**src/rtl/ex_pkg.sv**
```systemverilog
// Shared types for the execute-stage multi-cycle unit sequencer.
package ex_pkg;

  typedef enum logic [1:0] {
    U_NONE,
    U_MUL,
    U_DIV,
    U_FPU
  } unit_e;

  typedef enum logic [1:0] {
    IDLE,
    BUSY,
    DONE,
    DRAIN
  } mc_state_e;

  localparam int MC_MAX_LAT_DEF = 64;

endpackage

```
**src/rtl/ex_lat_watchdog.sv**
```systemverilog
// Latency watchdog: counts enabled cycles, saturating at MAX_LAT.
module ex_lat_watchdog #(
  parameter int MAX_LAT = 64,
  parameter int CNT_W   = 7
) (
  input  logic clk,
  input  logic rst,
  input  logic clr,
  input  logic en,
  output logic expired
);

  logic [CNT_W-1:0] cnt_q;
  logic [CNT_W-1:0] cnt_d;

  always_comb begin
    cnt_d = cnt_q;
    if (clr)
      cnt_d = '0;
    else if (en && cnt_q != CNT_W'(MAX_LAT))
      cnt_d = cnt_q + 1'b1;
  end

  always_ff @(posedge clk or posedge rst) begin
    if (rst)
      cnt_q <= '0;
    else
      cnt_q <= cnt_d;
  end

  // Fires in the MAX_LAT-th enabled cycle since the last clear.
  assign expired = en && (cnt_q >= CNT_W'(MAX_LAT - 1));

endmodule

```
**src/rtl/ex_multicycle_ctrl.sv**
```systemverilog
// Launches mul/div/fpu, stalls EX until ready, and presents the
// captured result for one advancing cycle.
module ex_multicycle_ctrl
  import ex_pkg::*;
#(
  parameter int XLEN    = 32,
  parameter int MAX_LAT = MC_MAX_LAT_DEF,
  parameter int CNT_W   = $clog2(MAX_LAT + 1)
) (
  input  logic            clk,
  input  logic            Rst,
  input  logic            issue_valid,
  input  unit_e           issue_unit,
  input  logic [4:0]      issue_rd,
  input  logic            hold,
  input  logic            flush,
  output logic            mul_start,
  output logic            div_start,
  output logic            fpu_start,
  input  logic            mul_ready,
  input  logic            div_ready,
  input  logic            fpu_ready,
  input  logic [XLEN-1:0] mul_res,
  input  logic [XLEN-1:0] div_res,
  input  logic [XLEN-1:0] fpu_res,
  output logic            ex_stall,
  output logic            res_valid,
  output logic [XLEN-1:0] res,
  output logic [4:0]      res_rd,
  output logic            timeout
);

  mc_state_e       state_q, state_d;
  unit_e           unit_q, unit_d;
  logic [4:0]      rd_q, rd_d;
  logic [XLEN-1:0] res_q, res_d;
  logic [4:0]      res_rd_q, res_rd_d;
  logic            timeout_q, timeout_d;

  unit_e           start_sel;
  logic            stall;
  logic            sel_ready;
  logic [XLEN-1:0] sel_res;
  logic            issue_ok;
  logic            wd_clr;
  logic            wd_en;
  logic            expired;

  ex_lat_watchdog #(
    .MAX_LAT (MAX_LAT),
    .CNT_W   (CNT_W)
  ) u_wd (
    .clk     (clk),
    .rst     (Rst),
    .clr     (wd_clr),
    .en      (wd_en),
    .expired (expired)
  );

  always_comb begin
    sel_ready = 1'b0;
    sel_res   = '0;
    unique case (unit_q)
      U_MUL: begin
        sel_ready = mul_ready;
        sel_res   = mul_res;
      end
      U_DIV: begin
        sel_ready = div_ready;
        sel_res   = div_res;
      end
      U_FPU: begin
        sel_ready = fpu_ready;
        sel_res   = fpu_res;
      end
      default: ;
    endcase
  end

  assign issue_ok = issue_valid && (issue_unit != U_NONE);
  assign wd_en    = (state_q == BUSY) || (state_q == DRAIN);
  assign wd_clr   = (state_d != state_q);

  always_comb begin
    state_d   = state_q;
    unit_d    = unit_q;
    rd_d      = rd_q;
    res_d     = res_q;
    res_rd_d  = res_rd_q;
    timeout_d = timeout_q;
    start_sel = U_NONE;
    stall     = 1'b0;
    unique case (state_q)
      IDLE: begin
        if (issue_ok && !hold && !flush) begin
          start_sel = issue_unit;
          stall     = 1'b1;
          unit_d    = issue_unit;
          rd_d      = issue_rd;
          state_d   = BUSY;
        end
      end
      BUSY: begin
        stall = 1'b1;
        if (flush) begin
          state_d = DRAIN;
        end else if (sel_ready) begin
          res_d    = sel_res;
          res_rd_d = rd_q;
          state_d  = DONE;
        end else if (expired) begin
          res_d     = '1;
          res_rd_d  = rd_q;
          timeout_d = 1'b1;
          state_d   = DONE;
        end
      end
      DONE: begin
        // The completed op is still in ID/EX, so issue is ignored here.
        if (flush || !hold)
          state_d = IDLE;
      end
      DRAIN: begin
        stall = issue_ok;
        if (sel_ready) begin
          state_d = IDLE;
        end else if (expired) begin
          timeout_d = 1'b1;
          state_d   = IDLE;
        end
      end
      default: state_d = IDLE;
    endcase
  end

  always_ff @(posedge clk or posedge Rst) begin
    if (Rst) begin
      state_q   <= IDLE;
      unit_q    <= U_NONE;
      rd_q      <= '0;
      res_q     <= '0;
      res_rd_q  <= '0;
      timeout_q <= 1'b0;
    end else begin
      state_q   <= state_d;
      unit_q    <= unit_d;
      rd_q      <= rd_d;
      res_q     <= res_d;
      res_rd_q  <= res_rd_d;
      timeout_q <= timeout_d;
    end
  end

  assign mul_start = !Rst && (start_sel == U_MUL);
  assign div_start = !Rst && (start_sel == U_DIV);
  assign fpu_start = !Rst && (start_sel == U_FPU);
  assign ex_stall  = !Rst && stall;
  assign res_valid = (state_q == DONE);
  assign res       = res_q;
  assign res_rd    = res_rd_q;
  assign timeout   = timeout_q;

endmodule

```
**config.mk**
```make
export PLATFORM = sky130hd
export DESIGN_NAME = ex_multicycle_ctrl
export DESIGN_NICKNAME = d
export VERILOG_FILES = /design/src/rtl/ex_pkg.sv /design/src/rtl/ex_lat_watchdog.sv /design/src/rtl/ex_multicycle_ctrl.sv
export SDC_FILE = /design/constraint.sdc
export NUM_CORES = 1
export LEC_CHECK = 0
export BUFFER_PORTS_ARGS = -buffer_cell sky130_fd_sc_hd__buf_2
export CORE_MARGIN = 1
export CORE_UTILIZATION = 25
export CTS_BUF_LIST = sky130_fd_sc_hd__clkbuf_4 sky130_fd_sc_hd__clkbuf_8 sky130_fd_sc_hd__clkbuf_16
export DETAILED_ROUTE_END_ITERATION = 7
export SYNTH_ARGS = -nofsm -noshare
export SYNTH_HDL_FRONTEND = slang
export SYNTH_SLANG_ARGS = --single-unit
```
**constraint.sdc**
```tcl
create_clock -name clk -period 3.5 [get_ports clk]
set_input_delay 0 -clock clk [delete_from_list [all_inputs] [get_ports clk]]
set_output_delay 0 -clock clk [all_outputs]
set_load 0.02 [all_outputs]
```
==> metrics <==
final-report setup violation count=0; Leakage Power=2.17 nW; Slowest-stage cell, CP=dfrtp_2; hpwl dp=6370 um; H-Tree Level Count=2; Max-Slew Margin vs Limit=41.6%; cell types occupying the most area after synthesis=dfrtp_1, a221oi_2, mux2_2; ordered cell list for the critical path=mux2i_1 > mux2_2 > a21o_1 > buf_4 > a21oi_1; violation count after the first detailed-routing iteration=148; unrepaired setup endpoints after global routing=false; total of cells resized after clock tree synthesis=0; I/O pin cnt=154; detailed-route vias per instance=4.50; global route total overflow=0; CP bufs+invs=1; layout cell share with drive strength beyond 1=56.4%; actual slew at the worst max-slew pin=0.877 ns; routed length per instance=13.7 um; cell with the most instances after synthesis=dfrtp_1; top cells by count, synth=dfrtp_1, a21oi_1, mux2_2; post-synthesis async set-or-reset flop share=100%; clock transition at the register clock pins on the worst setup and hold paths after CTS=0.06 ns; time the final worst path needs with I/O delays and setup=2.33 ns; classification of the worst setup path=reg -> reg; CORE AREA=12,600 um^2; length of the first detailed-routing pass in iterations=5; total number of vias=2,756; count of unique library cells instantiated by Yosys=40; GRT Total Usage=12.3%; post-synth top area share=41.8%; CTS tree=built; Most used DFF post-synth=dfrtp_1; Core Util, Final=34.6%; number of synthesized register bits=54; Max VDD drop=217 uV; filler cell count=1,292; Layout area overhead=35.0%; Num CTS Buffers=5; CTS sink count=54; outcome=finished clean; vertical extent of the die=116 um; vias in the first global route=2,641; antenna diode count=0; max-cap check violation count=0; count of nets after finishing=552; number of buffers on the longest clock path=2; Synth Instances=287; number of antenna violations at the first check in global routing=0; maximum single-stage delay on the critical path=0.59 ns; pin count of the biggest net entering global routing=56; global-route wire length before repair=12,700 um; count of flip-flops with a built-in enable after synthesis=0; clock latency on the worst-skew pair=0.29 ns; WP data arrival=2.49 ns; Critical Path Start Type=flip-flop; Buffers on Ports=153; critical path fanouts, max=21; Worst Setup End Kind=flip-flop; mean instance size in the synthesized netlist=11.3 um^2; die width=116 um; initial core utilization=25.6%; final hold vios=0; crit-path leading delay family=compound AO/OA/AOI/OAI gates; weighted congestion reported at the end of routability-driven placement=0.731; Worst EP required=3.66 ns; netlist area before placement=3230 um^2; power density normalized to cell area=757 nW/um^2; Post-Route Setup TNS=0 ns; aggregate routed wire length=8390 um; biggest area consumer among synthesized cells=dfrtp_1; Post-Synthesis Net Count=400; overall die area=13,400 um^2; root buffer cell=clkbuf_16; antenna-violating nets left=0; Slew Limit Fails=0; count of warnings emitted by yosys=0; skew final=0.00971 ns; highest achievable clock rate=0.429 GHz; number of remaining DRC errors=0; standard-cell row count=41; share of the clock period used by the worst path=66.7%; fraction of the yosys area taken by sequential cells=41.8%; Hold/Removal Path Class=in -> reg
[report_power, final]
| group | switching, mW | internal, mW | total, mW | leakage (nW) |
|---|---|---|---|---|
| Sequential | 0.210 | 0.904 | 1.11 | 0.637 |
| Clock | 0.207 | 0.354 | 0.561 | 0.0850 |
| Combinational | 0.979 | 0.654 | 1.63 | 1.44 |
| Total | 1.40 | 1.91 | 3.31 | 2.17 |
[per-layer routing]
layer | share of wire (%) | global-route usage [%] | routed length, um
met5 | 0 | 0 | 0
met4 | 0.73 | 2.91 | 61
met3 | 7.9 | 2.30 | 665
met2 | 51 | 23.5 | 4290
met1 | 40 | 14.1 | 3380
[logic make-up (layout without fill, tap and decap cells)]
| family | Yosys count | in the layout | synth area share (%) |
|---|---|---|---|
| AO/OA/AOI/OAI | 84 | 84 | 23.5 |
| buffers and inverters | 59 | 212 | 8.97 |
| flip-flops | 54 | 54 | 41.8 |
| multiplexers | 48 | 48 | 17.2 |
| AND/OR/NAND/NOR | 35 | 35 | 6.42 |
| XOR/XNOR | 5 | 5 | 1.35 |
| adder cells (fa/ha/maj) | 2 | 2 | 0.774 |
[what timing repair did]
item	4_1_cts	5_1_grt
hold buffers	8	0
setup endpoints to repair	0	0
endpoints found under the hold margin	61	0
setup buffers	0	0
[layout by cell type (no fill, tap or decap), drive strengths merged, types with 2 or more instances in the layout]
cell,count
o21ai,2
nor4,3
dfrtp,54
nand4,3
inv,38
nor4b,6
xnor2,4
ha,2
a221oi,32
buf,158
nor3,4
mux2,45
a21oi,40
dlygate4sd3,8
nor2b,2
mux2i,3
clkbuf,7
nor2,2
nand2,9
[state kept, by name (all words and copies together) (netlist names)]
signal	flops
state_q	2
u_wd.cnt_q	7
res	32
res_rd	5
rd_q	5
unit_q	2
timeout	1
[worst paths after layout]
| check | from | end | slack, ns | cells after the start |
|---|---|---|---|---|
| worst max-delay path | unit_q[0]$_DFFE_PP0P_ | res[22]$_DFFE_PP0P_ | 1.17 | 5 |
| worst min-delay path | mul_res[14] | res[14]$_DFFE_PP0P_ | 0.002 | 3 |
| worst max register to register | unit_q[0]$_DFFE_PP0P_ | res[22]$_DFFE_PP0P_ | 1.17 | 5 |
| worst min register to register | timeout$_DFFE_PP0P_ | timeout$_DFFE_PP0P_ | 0.51 | 1 |
| max in group asynchronous | Rst | unit_q[0]$_DFFE_PP0P_ | 2.53 | 4 |
| min in group asynchronous | Rst | u_wd.cnt_q[1]$_DFFE_PP0P_ | 0.47 | 4 |
[per-stage QoR]
| step | area [um^2] | power, mW | hold WS, ns | instances | worst slack [ns] |
|---|---|---|---|---|---|
| floorplan | 3230 | 2.29 | 0.0845 | 287 | 1.51 |
| global placement | 4120 | 2.73 | 0.238 | 596 | 1.23 |
| detailed placement | 4120 | 2.78 | 0.240 | 596 | 1.12 |
| CTS | 4370 | 3.36 | 0.00213 | 612 | 1.12 |
| global route | 4370 | 3.55 | 0.0133 | 612 | 0.960 |
| finish | 4370 | 3.31 | 0.00226 | 612 | 1.17 |
[worst register-to-register path, delay by kind of cell, from the launching register on]
family / cells / cell delay (ns)
compound gates: 2 / 0.70
flops: 1 / 0.59
mux: 2 / 0.56
buf+inv: 1 / 0.37
[layout make-up]
type / count / area [um^2] / area share (%)
Timing Repair Buffer: 166 / 883 / 20.2
Clock inverter: 1 / 30.0 / 0.688
Tap cell: 172 / 215 / 4.93
Clock buffer: 7 / 140 / 3.21
Inverter: 38 / 143 / 3.27
Sequential cell: 54 / 1350 / 31.0
Multi-Input combinational cell: 174 / 1600 / 36.7
No activity file was read; power rests on OpenSTA's default activity.
